`src/rtl/motor_speed_pwm.sv`:
```
// Closed-loop speed stage: step-clamped integral command slewing towards target_rpm,
// driving a dead-period-protected PWM + direction pair and an at-speed flag.
`timescale 1ns/1ps
module motor_speed_pwm #(
  parameter int UPDATE_CYCLES = 10000001,
  parameter int PRESCALE      = 4,
  parameter int STEP_MAX      = 16,
  parameter int TOL           = 2
) (
  input  logic       cclk,
  input  logic       rstb,
  input  logic       enable,
  input  logic [7:0] rpm,
  input  logic [7:0] target_rpm,
  output logic       pwm,
  output logic       dir,
  output logic [7:0] duty,
  output logic       at_speed
);

  localparam int UW = (UPDATE_CYCLES > 1) ? $clog2(UPDATE_CYCLES) : 1;
  localparam int PW = (PRESCALE > 1) ? $clog2(PRESCALE) : 1;
  localparam logic signed [8:0] STEP_P = 9'(STEP_MAX);
  localparam logic signed [8:0] STEP_N = -STEP_P;
  localparam logic [8:0]        TOL_U  = 9'(TOL);

  typedef enum logic [1:0] {IDLE, SAMPLE, COMPUTE, APPLY} state_t;
  state_t state, state_next;

  logic [UW-1:0]     upd_cnt;
  logic              upd_tick;
  logic [PW-1:0]     pre_cnt;
  logic              pre_wrap;
  logic [7:0]        pwm_cnt;
  logic              period_start;
  logic signed [8:0] err;
  logic signed [8:0] cmd;
  logic signed [8:0] nxt;
  logic signed [8:0] step;
  logic signed [8:0] nxt_sat;
  logic signed [9:0] sum;
  logic [8:0]        err_mag;
  logic [7:0]        cmd_mag;
  logic              dead;

  assign upd_tick     = (upd_cnt == UW'(UPDATE_CYCLES - 1));
  assign pre_wrap     = (pre_cnt == PW'(PRESCALE - 1));
  assign period_start = pre_wrap && (pwm_cnt == 8'hFF);

  // Free-running timers; only reset stops them, enable does not.
  always_ff @(posedge cclk) begin
    if (!rstb) begin
      upd_cnt <= '0;
      pre_cnt <= '0;
      pwm_cnt <= '0;
    end else begin
      upd_cnt <= upd_tick ? '0 : upd_cnt + 1'b1;
      pre_cnt <= pre_wrap ? '0 : pre_cnt + 1'b1;
      if (pre_wrap) pwm_cnt <= pwm_cnt + 8'd1;
    end
  end

  always_comb begin
    step = err;
    if (err > STEP_P)      step = STEP_P;
    else if (err < STEP_N) step = STEP_N;
    sum     = {cmd[8], cmd} + {step[8], step};
    nxt_sat = sum[8:0];
    if (sum > 10'sd255)       nxt_sat = 9'sd255;
    else if (sum < -10'sd255) nxt_sat = -9'sd255;
    err_mag = err[8] ? 9'(-err) : err;
    cmd_mag = cmd[8] ? 8'(-cmd) : cmd[7:0];
  end

  always_comb begin
    state_next = state;
    case (state)
      IDLE:    if (upd_tick) state_next = SAMPLE;
      SAMPLE:  state_next = COMPUTE;
      COMPUTE: state_next = APPLY;
      APPLY:   state_next = IDLE;
      default: state_next = IDLE;
    endcase
    if (!enable) state_next = IDLE;
  end

  // Disable aborts any update in flight, so a tick coinciding with enable=0 is lost.
  always_ff @(posedge cclk) begin
    if (!rstb) begin
      state    <= IDLE;
      err      <= '0;
      nxt      <= '0;
      cmd      <= '0;
      at_speed <= 1'b0;
    end else begin
      state <= state_next;
      if (enable && state == SAMPLE) err <= {target_rpm[7], target_rpm} - {rpm[7], rpm};
      if (enable && state == COMPUTE) begin
        nxt      <= nxt_sat;
        at_speed <= (err_mag <= TOL_U);
      end
      if (!enable)             cmd <= '0;
      else if (state == APPLY) cmd <= nxt;
    end
  end

  // Duty and direction only move at period start; a sign change blanks one whole period.
  always_ff @(posedge cclk) begin
    if (!rstb) begin
      duty <= '0;
      dir  <= 1'b0;
      dead <= 1'b0;
      pwm  <= 1'b0;
    end else begin
      pwm <= enable & ~dead & (pwm_cnt < duty);
      if (period_start) begin
        duty <= cmd_mag;
        if (cmd[8] != dir) begin
          dead <= 1'b1;
          dir  <= cmd[8];
        end else begin
          dead <= 1'b0;
        end
      end
    end
  end

endmodule
```
`config.mk`:
```
export PLATFORM = sky130hd
export DESIGN_NAME = motor_speed_pwm
export DESIGN_NICKNAME = d
export VERILOG_FILES = /design/src/rtl/motor_speed_pwm.sv
export SDC_FILE = /design/constraint.sdc
export NUM_CORES = 1
export LEC_CHECK = 0
export ABC_AREA = 1
export CORE_ASPECT_RATIO = 1.1
export CORE_MARGIN = 4
export CORE_UTILIZATION = 60
export DETAILED_ROUTE_END_ITERATION = 8
export GPL_TIMING_DRIVEN = 0
export PLACE_DENSITY_LB_ADDON = 0.2
export SYNTH_ARGS = -nofsm -noshare
export SYNTH_HDL_FRONTEND = slang
export SYNTH_SLANG_ARGS = --single-unit
```
`constraint.sdc`:
```
create_clock -name cclk -period 3.55 [get_ports cclk]
set_input_delay 0.5325 -clock cclk [delete_from_list [all_inputs] [get_ports cclk]]
set_output_delay 0.5325 -clock cclk [all_outputs]
set_load 0.01 [all_outputs]
```
==> results of run 1 <==
[path summary, 6_finish.rpt]
kind,to,start,cells after the start
setup / recovery,nxt[0]$_SDFFE_PN0P_,err[8]$_SDFFE_PN0P_,21
hold / removal,pre_cnt[0]$_SDFF_PP0_,pre_cnt[0]$_SDFF_PP0_,1
setup reg to reg,nxt[0]$_SDFFE_PN0P_,err[8]$_SDFFE_PN0P_,21
hold reg to reg,pre_cnt[0]$_SDFF_PP0_,pre_cnt[0]$_SDFF_PP0_,1
[cell families after synthesis]
logic type	synth area share
and+or+nand+nor	0.275
AOI/OAI and AO/OA	0.147
buffers and inverters	0.103
DFF	0.326
adders and majority gates	0.106
xor gates and xnor gates	0.0418
[worst max-delay path: cells and delay by family (launching register included)]
| family | cells | cell delay [ns] |
|---|---|---|
| flops | 1 | 0.31 |
| fa+ha+maj | 3 | 0.98 |
| buf+inv | 5 | 0.49 |
| simple gates | 13 | 1.43 |
[cell type report]
type / count / area [um^2]
Sequential cell: 75 / 1500
Multi-Input combinational cell: 458 / 2640
Inverter: 113 / 424
Clock buffer: 12 / 155
Buffer: 12 / 52.6
Tap cell: 105 / 131
Clock inverter: 4 / 72.6
Fill cell: 641 / 2220
Timing Repair Buffer: 28 / 280
[state kept, by name, summed over array words and instances (netlist names)]
| signal | count |
|---|---|
| pwm | 1 |
| nxt | 9 |
| state | 2 |
| pwm_cnt | 8 |
| pre_cnt | 2 |
| duty | 8 |
| dir | 1 |
| dead | 1 |
| cmd | 9 |
| at_speed | 1 |
| err | 9 |
| upd_cnt | 24 |
[metrics by stage]
stage	hold WS, ns	instances	cell area (um^2)	utilization
after floorplan	0.404	658	4610	-
after global placement	0.415	791	5020	0.672
after detailed placement	0.429	791	5020	0.672
after CTS	0.439	807	5250	0.702
after global routing	0.464	807	5260	0.703
final	0.433	807	5260	0.703
[cells in the mapped netlist (all sizes together)]
| cell | n |
|---|---|
| a21oi | 62 |
| or3 | 1 |
| nand3b | 2 |
| a211oi | 5 |
| o21a | 1 |
| a2111o | 1 |
| and3 | 1 |
| nor3b | 4 |
| o21ai | 51 |
| nor4 | 4 |
| o21bai | 1 |
| buf | 4 |
| nand2 | 119 |
| nor3 | 26 |
| xnor2 | 5 |
| o211ai | 1 |
| xor2 | 17 |
| nand3 | 32 |
| inv | 113 |
| or2 | 4 |
| nor2 | 64 |
| nand4 | 12 |
| a31oi | 3 |
| and2 | 1 |
| clkbuf | 8 |
| fa | 2 |
| dfxtp | 75 |
| ha | 36 |
| a21o | 1 |
| o31ai | 1 |
| a41oi | 1 |
[power groups by stage]
stage / Combinational [uW] / Clock, uW / Sequential [uW]
2_1_floorplan: 75.5 / 0 / 872
3_3_place_gp: 114 / 0 / 873
3_5_place_dp: 117 / 0 / 873
4_1_cts: 118 / 753 / 854
5_1_grt: 133 / 789 / 855
6_report: 116 / 746 / 854
[per-layer routing]
| metal | vias to the layer above | share of wire |
|---|---|---|
| met2 | 82 | 0.49 |
| met5 | - | 0 |
| li1 | 2224 | - |
| met4 | 0 | 0.019 |
| met3 | 20 | 0.040 |
| met1 | 1940 | 0.45 |
[timing repair]
action	CTS	global route
resized for setup	0	2
hold buffers	0	0
setup endpoints to repair	0	7
==> flow_summary.ini, run 1 <==
[status]
status = finished, final reports clean

[logic_synthesis]
synth-seq-cells = 75
synth.area.top_cells = dfxtp_1 (33%), ha_1 (9.8%), nand2_1 (9.2%)
ys_seq_area_frac = 0.326
ys.warnings.count = 0
synthesis.area_um2 = 4610
synthesis.nets = 715
avgSynthCellArea_um2 = 7.01
synth_cells = 658
synth_top_cell_by_area = dfxtp_1
synth_cell_types = 41
yosys.area.top_type_share = 0.326

[global_routing]
grt.met2_usage = 0.390
grt_usage = 0.220
grt_pass1_wl_um = 16700
use_met1 = 0.263
overflow = 0
grt_max_degree = 13
top_usage_layer = met2
antenna_found_initial = 0
grt_pass1_vias = 3927
grtUsageMet3 = 0.0367

[clocking]
htreeDepth = 3
postCtsSetupBuffers = 0
cts_tree = done
insertion_delay_ns = 0.35
clock_sinks = 75
cts-buffers-inserted = 9
root_buffer = clkbuf_8
cts_buffer_depth = 2
clkTransAtPathRegs_ns = 0.08

[die]
start_util = 0.617
placementRows = 33
core_area_um2 = 7470
die_w_um = 91.6
die_h_um = 99.9
io_pins = 30
design.die.area_um2 = 9150

[detailed_routing]
vias = 4266
wl_per_cell_um = 12.3
drt-initial-drc-count = 165
drc = 0
dr.pass1.iters = 4
drtAntennaViolNets = 0
viasPerCell = 5.29
wl_um = 9890

[sta]
rsz0062_at_grt = no
finalSetupViolations = 0
worst_pin_slew_ns = 0.651
timing.final.crit_share = 0.933
tns_ns = 0
fin_ws_ns = 0.237
period_minus_slack_ns = 3.31
fmax_mhz = 302
fin_worst_skew_ns = 0.0102
hold_violations = 0
slew_violations = 0
max-slew-margin-rel = 0.560

[worst_setup_path]
cp_slowest_cell = fa_1
path_class = flip-flop to flip-flop
worstSetupStartpointType = flip-flop
arrival_ns = 3.56
slowest_delay_ns = 0.39
cp.required_ns = 3.80
regToRegSetupSlack_ns = 0.24
crit_fanout = 9
crit_chain = buf_2 -> inv_1 -> nor3_1 -> nand3_1 -> ha_1 -> nor3_2 -> ha_2 -> inv_1 -> fa_1 -> inv_1 -> nand3_1 -> nand2_1 -> nand2_1 -> nand3_1 -> nand2_1 -> nand3_1 -> nand2_1 -> nand2_2 -> nand3_1 -> nand2_1 -> inv_1
cp-end-kind = flip-flop

[power_and_ir_drop]
p_switching_uw = 381
comb_power_share = 0.068
p_per_area_nw_per_um2 = 326
p_leak_uw = 0.00228
ir_worst_vdd_v = 0.000151
p_int_uw = 1330
power_frac_seq = 0.498
total_power_uw = 1720
swShare = 0.222
pwr-share-clk = 0.435

[finish]
final_cell_mix = nand2_1 (113), inv_1 (110), dfxtp_1 (75), a21oi_1 (62), nor2_1 (55)
syn_to_final_growth_pct = 14.0
fin_nets = 754
drive_above_1_share = 0.0641
num_antenna_cells = 0
layout_commonest_cell = nand2_1

[placed_design]
dp.final_hpwl_um = 7660
port_buffers = 28
globalplace.congestion = 0.890
dp_slack_ns = 0.242

[min_path]
hold_path.class = flip-flop to flip-flop

[flow_run]
drv_cap = 0
(Power assumes the default switching activity.)
==> inputs of run 2 (changes only) <==
CORE_UTILIZATION = 40   (was 60)
==> run 2 against run 1 <==
Via count fell by 3.2%. Die area rose by 45%. First-iteration DRC count rose by 56%. Clock power rose by 22%. Routed wire length rose by 2.2%. Non-clock buffer count rose by 1. Combinational power barely moved. Critical path depth rose by 1. Register-to-register slack improved by 0.09 ns. Worst hold slack improved by 0.0069 ns. Sequential share of layout area fell by 0.73 points. Largest cell class unchanged.
==> flow_summary.ini, run 2 (synthesized netlist as in run 1, its figures left out) <==
[status]
status = finished, final reports clean

[detailed_routing]
viasPerCell = 4.86
wl_um = 10100
drc = 0
drt-initial-drc-count = 257
drtAntennaViolNets = 0
dr.pass1.iters = 5
vias = 4130
wl_per_cell_um = 11.9

[worst_setup_path]
slowest_delay_ns = 0.39
path_class = flip-flop to flip-flop
r2r_start = err[8]$_SDFFE_PN0P_
crit_end = nxt[0]$_SDFFE_PN0P_
cp-end-kind = flip-flop
path_buf_inv = 5
cp_slowest_cell = fa_1
crit_fanout = 9
cp.required_ns = 3.84
path_depth = 22
rr_worst_depth = 22
cp_top_family = simple AND/OR/NAND/NOR gates
crit_chain = clkbuf_4 -> inv_2 -> nor3_1 -> nand3_1 -> ha_1 -> nor3_2 -> ha_2 -> inv_1 -> fa_1 -> inv_1 -> nand3_1 -> nand2_1 -> nand2_1 -> nand2_1 -> nand3_1 -> nor2_1 -> nand3_1 -> nand2_1 -> nand2_2 -> nand3_1 -> nand2_1 -> inv_1
arrival_ns = 3.51
regToRegSetupSlack_ns = 0.32
reg2reg_to = nxt[0]$_SDFFE_PN0P_
crit_start = err[8]$_SDFFE_PN0P_
worstSetupStartpointType = flip-flop

[clocking]
root_buffer = clkbuf_16
htreeDepth = 3
cts-buffers-inserted = 9
clock_sinks = 75
cts_buffer_depth = 2
hold_buffers = 0
cts_tree = done
insertion_delay_ns = 0.34
clkTransAtPathRegs_ns = 0.05

[power_and_ir_drop]
swShare = 0.212
p_int_uw = 1480
p_switching_uw = 399
ir_worst_vdd_v = 0.000202
pwr-share-clk = 0.483
p_leak_uw = 0.00232
comb_power_share = 0.062
power_frac_seq = 0.455
p_per_area_nw_per_um2 = 348

[sta]
max-slew-margin-rel = 0.597
rsz0062_at_grt = no
fin_worst_skew_ns = 0.00497
timing.final.crit_share = 0.909
finalSetupViolations = 0
worst_pin_slew_ns = 0.604
slew_violations = 0
tns_ns = 0
fmax_mhz = 310
fin_ws_ns = 0.323
period_minus_slack_ns = 3.23
hold_violations = 0

[global_routing]
grt_max_degree = 12
overflow = 0
antenna_found_initial = 0
grt_pass1_vias = 3834
grt_usage = 0.160
grt_pass1_wl_um = 17000

[placed_design]
port_buffers = 28
globalplace.congestion = 0.891
placed_area_um2 = 5070
dp_slack_ns = 0.182
dp.final_hpwl_um = 8020
dp_cells = 833

[flow_run]
drv_cap = 0

[finish]
regMostFlops = upd_cnt
fin_area_um2 = 5400
layout_commonest_cell = nand2_1
fin_nets = 755
final_cell_mix = nand2_1 (113), inv_1 (109), dfxtp_1 (75), a21oi_1 (62), nor2_1 (55)
fin_util = 0.486
largest_reg_flops = 24
n_fill_cell = 1171
num_antenna_cells = 0
fin_cells = 849
drive_above_1_share = 0.0655
syn_to_final_growth_pct = 17.0

[die]
start_util = 0.415
placementRows = 40
design.die.area_um2 = 13300
die_w_um = 110
die_h_um = 121
io_pins = 30
core_area_um2 = 11100

[min_path]
hold_path.class = flip-flop to flip-flop
run 2: cell count changes in the layout (fill, tap and decap cells not counted), sizes merged:
cell and change:
clkbuf +2, bufinv -1, clkinvlp -1
run 2: final cells by class:
| class | count | area [um^2] | share of cell area |
|---|---|---|---|
| clock inverter | 2 | 35.0 | 0.00649 |
| buffer | 12 | 55.1 | 0.0102 |
| clock buffer | 13 | 260 | 0.0482 |
| timing repair buffer | 29 | 288 | 0.0533 |
| multi-input combinational | 458 | 2650 | 0.491 |
| tap | 147 | 184 | 0.0341 |
| sequential | 75 | 1500 | 0.278 |
| inverter | 113 | 424 | 0.0786 |
run 2: worst register-to-register path, stage by stage, from the launching register on:
cell and delay [ns]:
dfxtp_1 0.30, clkbuf_4 0.18, inv_2 0.08, nor3_1 0.17, nand3_1 0.10, ha_1 0.35, nor3_2 0.21, ha_2 0.24
inv_1 0.05, fa_1 0.39, inv_1 0.07, nand3_1 0.08, nand2_1 0.13, nand2_1 0.06, nand2_1 0.09, nand3_1 0.08
nor2_1 0.11, nand3_1 0.08, nand2_1 0.07, nand2_2 0.11, nand3_1 0.12, nand2_1 0.06, inv_1 0.04
run 2: worst min-delay path by stage:
stage | from | to | cells after the start
after floorplan | pre_cnt[0]$_SDFF_PP0_ | pre_cnt[0]$_SDFF_PP0_ | 1
after global placement | pre_cnt[0]$_SDFF_PP0_ | pre_cnt[0]$_SDFF_PP0_ | 1
after detailed placement | pre_cnt[0]$_SDFF_PP0_ | pre_cnt[0]$_SDFF_PP0_ | 1
after CTS | pre_cnt[0]$_SDFF_PP0_ | pre_cnt[0]$_SDFF_PP0_ | 1
after global routing | pre_cnt[0]$_SDFF_PP0_ | pre_cnt[0]$_SDFF_PP0_ | 1
final | pre_cnt[0]$_SDFF_PP0_ | pre_cnt[0]$_SDFF_PP0_ | 1
run 2: what timing repair did:
item | 4_1_cts | 5_1_grt
buffers inserted | 0 | 1
resized for setup | 0 | 5
setup endpoints to repair | 0 | 8
run 2: power by group through the flow:
stage / registers, uW / clock network, uW / logic [uW]
6_report: 855 / 907 / 117
5_1_grt: 856 / 968 / 134
4_1_cts: 855 / 929 / 119
3_5_place_dp: 873 / 0 / 119
3_3_place_gp: 873 / 0 / 116
2_1_floorplan: 872 / 0 / 75.5
run 2: stage by stage:
| step | hold WS (ns) | total power [uW] |
|---|---|---|
| floorplan | 0.404 | 948 |
| global placement | 0.416 | 989 |
| detailed placement | 0.438 | 992 |
| CTS | 0.446 | 1900 |
| global route | 0.453 | 1960 |
| finish | 0.440 | 1880 |
run 2: routing by layer:
metal,global-route usage,part of all wire,up-vias,wire length [um]
li1,-,-,2230,-
met1,0.200,0.47,1829,4780
met2,0.268,0.48,57,4840
met3,0.0331,0.035,14,349
met4,0.0585,0.014,0,140
met5,0,0,-,0
==> inputs of run 3 (changes only) <==
CORE_MARGIN = 8   (was 4)
==> run 3 against run 2 <==
Design area decreased by 0.51%. Non-clock buffer count down 1. Flip-flop and latch count stayed put. Critical endpoint unchanged. Largest cell class unchanged. Highest routed layer unchanged.
==> flow_summary.ini, run 3 (synthesized netlist as in run 1, its figures left out) <==
[detailed_routing]
vias = 4211
drt-initial-drc-count = 266
dr.pass1.iters = 5
wl_um = 10400
wl_per_cell_um = 12.2
viasPerCell = 4.94
drc = 0
drtAntennaViolNets = 0

[worst_setup_path]
cp_top_family = simple AND/OR/NAND/NOR gates
worstSetupStartpointType = flip-flop
cp.required_ns = 3.78
path_class = flip-flop to flip-flop
crit_top_cell = nand3_1
cp_slowest_cell = fa_1
crit_fanout = 9
path_buf_inv = 6
cp-end-kind = flip-flop
arrival_ns = 3.47
slowest_delay_ns = 0.39
crit_chain = buf_2 -> inv_2 -> nor3_1 -> nand3_1 -> ha_1 -> nor3_2 -> ha_2 -> inv_1 -> fa_1 -> inv_1 -> nand3_1 -> nand2_1 -> nand3_1 -> nand3_1 -> nand2_1 -> nand3_1 -> nand2_1 -> inv_2 -> nand3_1 -> nand2_1 -> inv_1

[placed_design]
port_buffers = 28
dp.final_hpwl_um = 8210
dp_slack_ns = 0.195
globalplace.congestion = 0.837

[global_routing]
antenna_found_initial = 0
grt_usage = 0.142
grt_pass1_wl_um = 18000
grt_pass1_vias = 4075
overflow = 0
grt_max_degree = 12

[sta]
max-slew-margin-rel = 0.595
hold_ws_ns = 0.428
period_minus_slack_ns = 3.24
slew_violations = 0
fmax_mhz = 309
fin_worst_skew_ns = 0.00972
finalSetupViolations = 0
timing.final.crit_share = 0.912
hold_violations = 0
fin_ws_ns = 0.311
worst_pin_slew_ns = 0.607

[die]
design.die.area_um2 = 15200
die_w_um = 118
io_pins = 30
die_h_um = 129
core_area_um2 = 11300
start_util = 0.407
placementRows = 41

[finish]
layout_commonest_cell = nand2_1
syn_to_final_growth_pct = 16.4
final_cell_mix = nand2_1 (113), inv_1 (109), dfxtp_1 (75), a21oi_1 (62), nor2_1 (55)
num_antenna_cells = 0
drive_above_1_share = 0.0641
fin_util = 0.473
largest_reg_flops = 24
regMostFlops = upd_cnt
fin_nets = 754

[clocking]
clock_sinks = 75
htreeDepth = 3
cts_buffer_depth = 2
insertion_delay_ns = 0.33
root_buffer = clkbuf_16
cts_tree = done
cts-buffers-inserted = 9
clkTransAtPathRegs_ns = 0.06

[power_and_ir_drop]
p_per_area_nw_per_um2 = 338
total_power_uw = 1810
p_leak_uw = 0.00231
ir_worst_vdd_v = 0.000161

[flow_run]
drv_cap = 0

[min_path]
hold_path.class = flip-flop to flip-flop

[status]
status = finished, final reports clean
run 3: cell count changes in the layout (fill, tap and decap cells not counted):
| cell | previous run | this run |
|---|---|---|
| buf_4 | 2 | 1 |
| bufinv_16 | 1 | 0 |
| buf_2 | 2 | 3 |
| clkinv_2 | 1 | 2 |
| clkbuf_1 | 10 | 11 |
| clkbuf_4 | 1 | 0 |
run 3: area by class of cell:
cell class	instances	area, um^2
repair buffers	28	280
plain buffers	12	52.6
clock buffers	14	264
fillers	1129	5970
multi-input cells	458	2650
well taps	150	188
flip-flops and latches	75	1500
clock inverters	2	10.0
inverters	113	424
run 3: where the power goes:
| part | switching (uW) | internal [uW] |
|---|---|---|
| logic | 64.0 | 52.9 |
| clock network | 330 | 510 |
| registers | 5.46 | 850 |
run 3: final timing paths:
| check | from | end | slack (ns) | depth (start not counted) |
|---|---|---|---|---|
| worst max register to register | err[8]$_SDFFE_PN0P_ | nxt[0]$_SDFFE_PN0P_ | 0.31 | 21 |
| worst min-delay path | pre_cnt[0]$_SDFF_PP0_ | pre_cnt[0]$_SDFF_PP0_ | 0.43 | 1 |
| worst max-delay path | err[8]$_SDFFE_PN0P_ | nxt[0]$_SDFFE_PN0P_ | 0.31 | 21 |
| worst min register to register | pre_cnt[0]$_SDFF_PP0_ | pre_cnt[0]$_SDFF_PP0_ | 0.43 | 1 |
run 3: per-layer routing:
layer  GRT usage  vias up  share of wire
met1       0.165     1906           0.46
met2       0.254       74           0.49
met5           0        -              0
met4      0.0513        0          0.014
li1            -     2220              -
met3      0.0280       11          0.030
run 3: what timing repair did:
item	in CTS	in global routing
hold buffers	0	0
resized for setup	0	4
endpoints found under the hold margin	0	0
buffers inserted	0	0
setup endpoints to repair	0	8
run 3: through the flow:
stage	cells	setup TNS [ns]	area [um^2]
after floorplan	658	0	4610
after global placement	836	0	5080
after detailed placement	836	0	5080
after CTS	852	0	5350
after global routing	852	-0.000713	5370
final	852	0	5370
